<file path="src/rtl/cpu_fetch_unit_if.sv">
// Instruction-memory request/response bus between the fetch unit (master) and imem (slave).
interface cpu_fetch_unit_if #(
    parameter int ADDR_WIDTH  = 32,
    parameter int INSTR_WIDTH = 32
);
    logic                   imem_req;
    logic [ADDR_WIDTH-1:0]  imem_addr;
    logic                   imem_gnt;
    logic                   imem_rvalid;
    logic [INSTR_WIDTH-1:0] imem_rdata;

    modport master (
        output imem_req, imem_addr,
        input  imem_gnt, imem_rvalid, imem_rdata
    );

    modport slave (
        input  imem_req, imem_addr,
        output imem_gnt, imem_rvalid, imem_rdata
    );
endinterface

</file>
<file path="src/rtl/cpu_fetch_unit.sv">
// Instruction-fetch stage: PC, single-outstanding imem requests, prefetch FIFO, branch redirect.
// Optional performance counters are enabled with `define CPU_FETCH_PERF_EN.
module cpu_fetch_unit #(
    parameter int                  ADDR_WIDTH  = 32,
    parameter int                  INSTR_WIDTH = 32,
    parameter logic [ADDR_WIDTH-1:0] PC_RESET  = '0,
    parameter int                  FIFO_DEPTH  = 2,
    parameter int                  PC_INC      = 4
) (
    input  logic                   clk,
    input  logic                   rst_n,
    cpu_fetch_unit_if.master       imem,
    input  logic                   br_taken,
    input  logic [ADDR_WIDTH-1:0]  br_target,
    input  logic                   stall,
    output logic                   if_valid,
    output logic [INSTR_WIDTH-1:0] if_instr,
    output logic [ADDR_WIDTH-1:0]  if_pc,
    output logic                   if_pipe_en
`ifdef CPU_FETCH_PERF_EN
    ,
    output logic [31:0]            perf_fetch_cnt,
    output logic [31:0]            perf_flush_cnt
`endif
);
    localparam int PW = $clog2(FIFO_DEPTH);
    localparam int CW = $clog2(FIFO_DEPTH) + 1;
    localparam logic [CW-1:0] DEPTH_C = CW'(FIFO_DEPTH);

    typedef enum logic [1:0] {IDLE, REQ, WAIT, DISCARD} state_t;

    state_t                 state, state_nx;
    logic [ADDR_WIDTH-1:0]  pc, pc_nx, req_pc, req_pc_nx;
    logic                   hold_off, hold_off_nx;
    logic [ADDR_WIDTH-1:0]  fifo_pc    [FIFO_DEPTH];
    logic [INSTR_WIDTH-1:0] fifo_instr [FIFO_DEPTH];
    logic [PW-1:0]          rd_ptr, wr_ptr;
    logic [CW-1:0]          count, count_nx;
    logic                   push, pop, gnt_ok, not_empty;

    // hold_off withdraws imem_req for the cycle after a redirect caught an ungranted request
    always_comb begin
        imem.imem_req  = (state == REQ) && !hold_off;
        imem.imem_addr = pc;
        gnt_ok         = imem.imem_req && imem.imem_gnt;
        not_empty      = (count != '0);
        if_pipe_en     = !stall;
        if_valid       = not_empty && !br_taken;
        if_instr       = not_empty ? fifo_instr[rd_ptr] : '0;
        if_pc          = not_empty ? fifo_pc[rd_ptr]    : '0;
        pop            = if_valid && !stall;
        push           = (state == WAIT) && imem.imem_rvalid && !br_taken;
        count_nx       = br_taken ? '0 : (count + CW'(push) - CW'(pop));
    end

    always_comb begin
        state_nx    = state;
        pc_nx       = pc;
        req_pc_nx   = req_pc;
        hold_off_nx = 1'b0;
        case (state)
            IDLE: begin
                if (br_taken) begin
                    pc_nx    = br_target;
                    state_nx = REQ;
                end else if (count < DEPTH_C) begin
                    state_nx = REQ;
                end
            end
            REQ: begin
                if (gnt_ok) begin
                    req_pc_nx = pc;
                    pc_nx     = pc + ADDR_WIDTH'(PC_INC);
                    state_nx  = WAIT;
                end
                if (br_taken) begin
                    pc_nx       = br_target;
                    state_nx    = gnt_ok ? DISCARD : REQ;
                    hold_off_nx = !gnt_ok;
                end
            end
            WAIT: begin
                if (br_taken) begin
                    pc_nx    = br_target;
                    state_nx = imem.imem_rvalid ? REQ : DISCARD;
                end else if (imem.imem_rvalid) begin
                    state_nx = (count_nx < DEPTH_C) ? REQ : IDLE;
                end
            end
            DISCARD: begin
                if (br_taken) pc_nx = br_target;
                if (imem.imem_rvalid) state_nx = REQ;
            end
            default: state_nx = IDLE;
        endcase
    end

    always_ff @(posedge clk) begin
        if (!rst_n) begin
            state    <= IDLE;
            pc       <= PC_RESET;
            req_pc   <= PC_RESET;
            hold_off <= 1'b0;
            rd_ptr   <= '0;
            wr_ptr   <= '0;
            count    <= '0;
        end else begin
            state    <= state_nx;
            pc       <= pc_nx;
            req_pc   <= req_pc_nx;
            hold_off <= hold_off_nx;
            count    <= count_nx;
            if (br_taken) begin
                rd_ptr <= '0;
                wr_ptr <= '0;
            end else begin
                if (push) wr_ptr <= wr_ptr + PW'(1);
                if (pop)  rd_ptr <= rd_ptr + PW'(1);
            end
        end
    end

    always_ff @(posedge clk) begin
        if (push) begin
            fifo_pc[wr_ptr]    <= req_pc;
            fifo_instr[wr_ptr] <= imem.imem_rdata;
        end
    end

`ifdef CPU_FETCH_PERF_EN
    always_ff @(posedge clk) begin
        if (!rst_n) begin
            perf_fetch_cnt <= '0;
            perf_flush_cnt <= '0;
        end else begin
            if (pop)      perf_fetch_cnt <= perf_fetch_cnt + 32'd1;
            if (br_taken) perf_flush_cnt <= perf_flush_cnt + 32'd1;
        end
    end
`endif

    a_no_overflow: assert property (@(posedge clk) disable iff (!rst_n) push |-> (count < DEPTH_C));

endmodule

</file>
<file path="src/flat_wrapper.sv">
// flat-port wrapper written by rule: the top's interface ports become plain ports
module cpu_fetch_unit_flat 
#(
    parameter int                  ADDR_WIDTH  = 32,
    parameter int                  INSTR_WIDTH = 32,
    parameter logic [ADDR_WIDTH-1:0] PC_RESET  = '0,
    parameter int                  FIFO_DEPTH  = 2,
    parameter int                  PC_INC      = 4
)
  (clk, rst_n, br_taken, br_target, stall, if_valid, if_instr, if_pc, if_pipe_en, imem_imem_req, imem_imem_addr, imem_imem_gnt, imem_imem_rvalid, imem_imem_rdata);
  cpu_fetch_unit_if #(.ADDR_WIDTH(ADDR_WIDTH), .INSTR_WIDTH(INSTR_WIDTH)) imem_i ();
  input  logic clk;
  input  logic rst_n;
  input  logic br_taken;
  input  logic [ADDR_WIDTH-1:0] br_target;
  input  logic stall;
  output logic if_valid;
  output logic [INSTR_WIDTH-1:0] if_instr;
  output logic [ADDR_WIDTH-1:0] if_pc;
  output logic if_pipe_en;
  output wire logic [$bits(imem_i.imem_req)-1:0] imem_imem_req;
  output wire logic [$bits(imem_i.imem_addr)-1:0] imem_imem_addr;
  input wire logic [$bits(imem_i.imem_gnt)-1:0] imem_imem_gnt;
  input wire logic [$bits(imem_i.imem_rvalid)-1:0] imem_imem_rvalid;
  input wire logic [$bits(imem_i.imem_rdata)-1:0] imem_imem_rdata;
  assign imem_imem_req = imem_i.imem_req;
  assign imem_imem_addr = imem_i.imem_addr;
  assign imem_i.imem_gnt = imem_imem_gnt;
  assign imem_i.imem_rvalid = imem_imem_rvalid;
  assign imem_i.imem_rdata = imem_imem_rdata;
  cpu_fetch_unit #(.ADDR_WIDTH(ADDR_WIDTH), .INSTR_WIDTH(INSTR_WIDTH), .PC_RESET(PC_RESET), .FIFO_DEPTH(FIFO_DEPTH), .PC_INC(PC_INC)) u_core (.clk(clk), .rst_n(rst_n), .imem(imem_i), .br_taken(br_taken), .br_target(br_target), .stall(stall), .if_valid(if_valid), .if_instr(if_instr), .if_pc(if_pc), .if_pipe_en(if_pipe_en));
endmodule
</file>
<file path="config.mk">
export PLATFORM = sky130hd
export DESIGN_NAME = cpu_fetch_unit_flat
export DESIGN_NICKNAME = d
export VERILOG_FILES = /design/src/rtl/cpu_fetch_unit_if.sv /design/src/rtl/cpu_fetch_unit.sv /design/src/flat_wrapper.sv
export SDC_FILE = /design/constraint.sdc
export NUM_CORES = 1
export LEC_CHECK = 0
export ABC_AREA = 1
export ABC_CLOCK_PERIOD_IN_PS = 5000
export BUFFER_PORTS_ARGS = -buffer_cell sky130_fd_sc_hd__buf_2
export CORE_ASPECT_RATIO = 2
export CORE_MARGIN = 4
export CORE_UTILIZATION = 48
export CTS_CLUSTER_DIAMETER = 120
export DETAILED_ROUTE_END_ITERATION = 16
export PLACE_DENSITY = 0.7
export SYNTH_ARGS = -nofsm -noshare
export SYNTH_HDL_FRONTEND = slang
export SYNTH_SLANG_ARGS = --single-unit
export TNS_END_PERCENT = 20
</file>
<file path="constraint.sdc">
create_clock -name clk -period 5 [get_ports clk]
set_clock_uncertainty 0.15 [all_clocks]
set_input_delay 0.25 -clock clk [delete_from_list [all_inputs] [get_ports clk]]
set_output_delay 0.25 -clock clk [all_outputs]
set_load 0.02 [all_outputs]
</file>
==> results.ini <==
[worst_setup_path]
reg2reg_depth = 10
crit_arrival_ns = 2.57
r2r-start = u_core.state[1]$_SDFFE_PN0P_
path_max_fanout = 65
cp.required_ns = 4.60
cp-start-kind = flip-flop
endpoint_kind = primary output
r2r-end = u_core.imem.imem_addr[11]$_SDFFE_PN0P_
ff2ff_setup_slack_ns = 2.14
crit_type = flip-flop to primary output

[clocking]
post_cts_buffers = 0
clk_latency_ns = 0.42
cts_tree = done
post_cts_resized = 0
cts_sinks = 200
root_buffer = clkbuf_16
cts_inserted_buffers = 17
clockBufferDepth = 2
cts.clk_slew.worst_paths_ns = 0.07
cts-htree-levels = 4

[timing]
fin_crit_sh_pct = 59.48
setup_violations = 0
drv_slew = 0
fin_crit_ns = 2.974
tightest_slew_ns = 1.099
rsz0062_at_grt = false
fmax_ghz = 0.3362
finalHoldViolCount = 0
fin_setup_tns_ns = 0
max_slew_margin_pct = 26.64

[floorplan]
rows = 69
ioPinCount = 169
die_w_um = 103.5
core_mm2 = 0.01787
dieArea_mm2 = 0.02058
die_y_um = 198.9
start_util_pct = 48.95

[drt]
drc = 0
wl_um = 21600
vias_per_cell = 5.213
first_pass_iters = 5
first_iter_violations = 338
wire_per_inst_um = 15.73
vias = 7158
ant_nets = 0

[yosys]
ys_top_cells_by_count = nand2_1, edfxtp_1, a21oi_1, nor2_1, dfxtp_1
syn_area_mm2 = 0.008747
yosys-top-cells-area = edfxtp_1, dfxtp_1, nand2_1
synth_top_cell_by_area = edfxtp_1
ys_seq_elements = 200
yosysMostFrequentCell = nand2_1
synth_flop_cell = edfxtp_1
syn_nets = 1044
yosysSeqAreaShare_pct = 60.42
synth_top_area_share_pct = 43.94
synthDistinctLibCells = 32
synth_edf_count = 128
avgSynthCellArea_um2 = 9.055
synthCells = 966
ys_warn_count = 0
async_flop_share_pct = 0

[global_route]
grt_max_degree = 66
antenna_found_initial = 0
grt.total_usage_pct = 20.94
grt_pass1_vias = 6998
grt_pass1_wl_um = 33570
overflow = 0

[placed_design]
gp_congestion = 0.9770
dp_hpwl_um = 14810
portBuffers = 168

[power_and_ir_drop]
power.leakage_nw = 4.206
totalPowerFinal_mw = 3.913
peakVddDrop_uv = 277.1
power_density_mw_per_mm2 = 368.0

[min_path]
hold_start = br_target[17]
min_path_cells = 5
holdPathEnd = u_core.imem.imem_addr[17]$_SDFFE_PN0P_
holdCritPathClass = input pin to flip-flop

[final_layout]
antenna_cells = 0
syn_to_final_growth_pct = 21.57
final_nets = 1225
drive_gt1_share_pct = 20.95

[outcome]
outcome = finished, final reports clean

[run]
cap_violations = 0

critical path, cell delays in order, from the launching register on:
cell and delay (ns):
dfxtp_2 0.31, buf_4 0.32, inv_2 0.86, nand2_1 0.11, a21oi_1 0.31, buf_2 0.23
how the worst max path moves through the flow:
stage / startpoint / end / slack, ns / depth (start not counted)
after floorplan: u_core.state[0]$_SDFFE_PN0P_ / u_core.fifo_instr[0][0]$_DFFE_PP_ / 0.77 / 6
after global placement: imem_imem_gnt / u_core.imem.imem_addr[13]$_SDFFE_PN0P_ / 2.19 / 9
after detailed placement: u_core.state[0]$_SDFFE_PN0P_ / u_core.fifo_pc[1][5]$_DFFE_PP_ / 2.11 / 7
after CTS: flip-flop / if_pc[23] / 1.94 / 5
after global routing: flip-flop / if_pc[9] / 1.83 / 5
final: flip-flop / if_pc[9] / 2.03 / 5
logic make-up (layout without fill, tap and decap cells):
group	count (synthesis)	after routing	synth area share, %
flops	200	200	60.42
xor+xnor	3	3	0.3004
fa+ha+maj	8	8	1.144
simple gates	491	491	23.12
compound gates	165	165	10.01
buf+inv	99	293	5.006
layer usage:
metal	track usage, %	vias up	part of all wire [%]
li1	-	3594	-
met1	22.31	3313	37
met2	38.94	207	55
met3	3.440	44	4.8
met4	9.414	0	3.4
met5	0	-	0
layout by cell type, fill, tap and decap left out, drive strengths merged, types with 7 or more instances in the layout:
cell	count
nor2	97
a21oi	134
nand2	317
inv	53
o21ai	25
clkbuf	21
edfxtp	128
buf	174
dfxtp	72
nand4	7
dlygate4sd3	39
nand3	63
ha	8
timing repair:
item / in CTS / in global routing
setup endpoints to repair: 0 / 0
hold buffers: 39 / 0
endpoints found under the hold margin: 73 / 0
metrics by stage:
step | util (%) | cell area, µm² | worst slack, ns | cells | hold WS, ns
floorplan | - | 8747 | 0.7724 | 966 | 0.1989
global placement | 54.10 | 9668 | 2.188 | 1302 | 0.2797
detailed placement | 54.10 | 9668 | 2.108 | 1302 | 0.2893
CTS | 59.50 | 10630 | 1.941 | 1373 | 0.01412
global route | 59.50 | 10630 | 1.826 | 1373 | 0.04404
finish | 59.50 | 10630 | 2.026 | 1373 | 0.03703
area by class of cell:
type                    count  area [µm²]
fillers                  1560        7237
flip-flops and latches    200        5286
multi-input cells         667        3049
repair buffers            213        1276
clock buffers              21       493.0
well taps                 213       266.5
inverters                  48       180.2
clock inverters            11       82.58
power by group:
group / internal [mW] / leakage [nW] / total (mW) / switching (mW)
combinational: 0.219 / 2.14 / 0.639 / 0.420
clock: 0.718 / 0.280 / 1.31 / 0.589
sequential: 1.84 / 1.78 / 1.97 / 0.126
sequential cells by signal, summed over array words and instances, names as in the netlist, named ones only:
register               cells
u_core.count               2
u_core.fifo_instr         64
u_core.fifo_pc            64
u_core.hold_off            1
u_core.imem.imem_addr     32
u_core.rd_ptr              1
u_core.req_pc             32
u_core.state               2
u_core.wr_ptr              1
No activity file was read; power rests on OpenSTA's default activity.
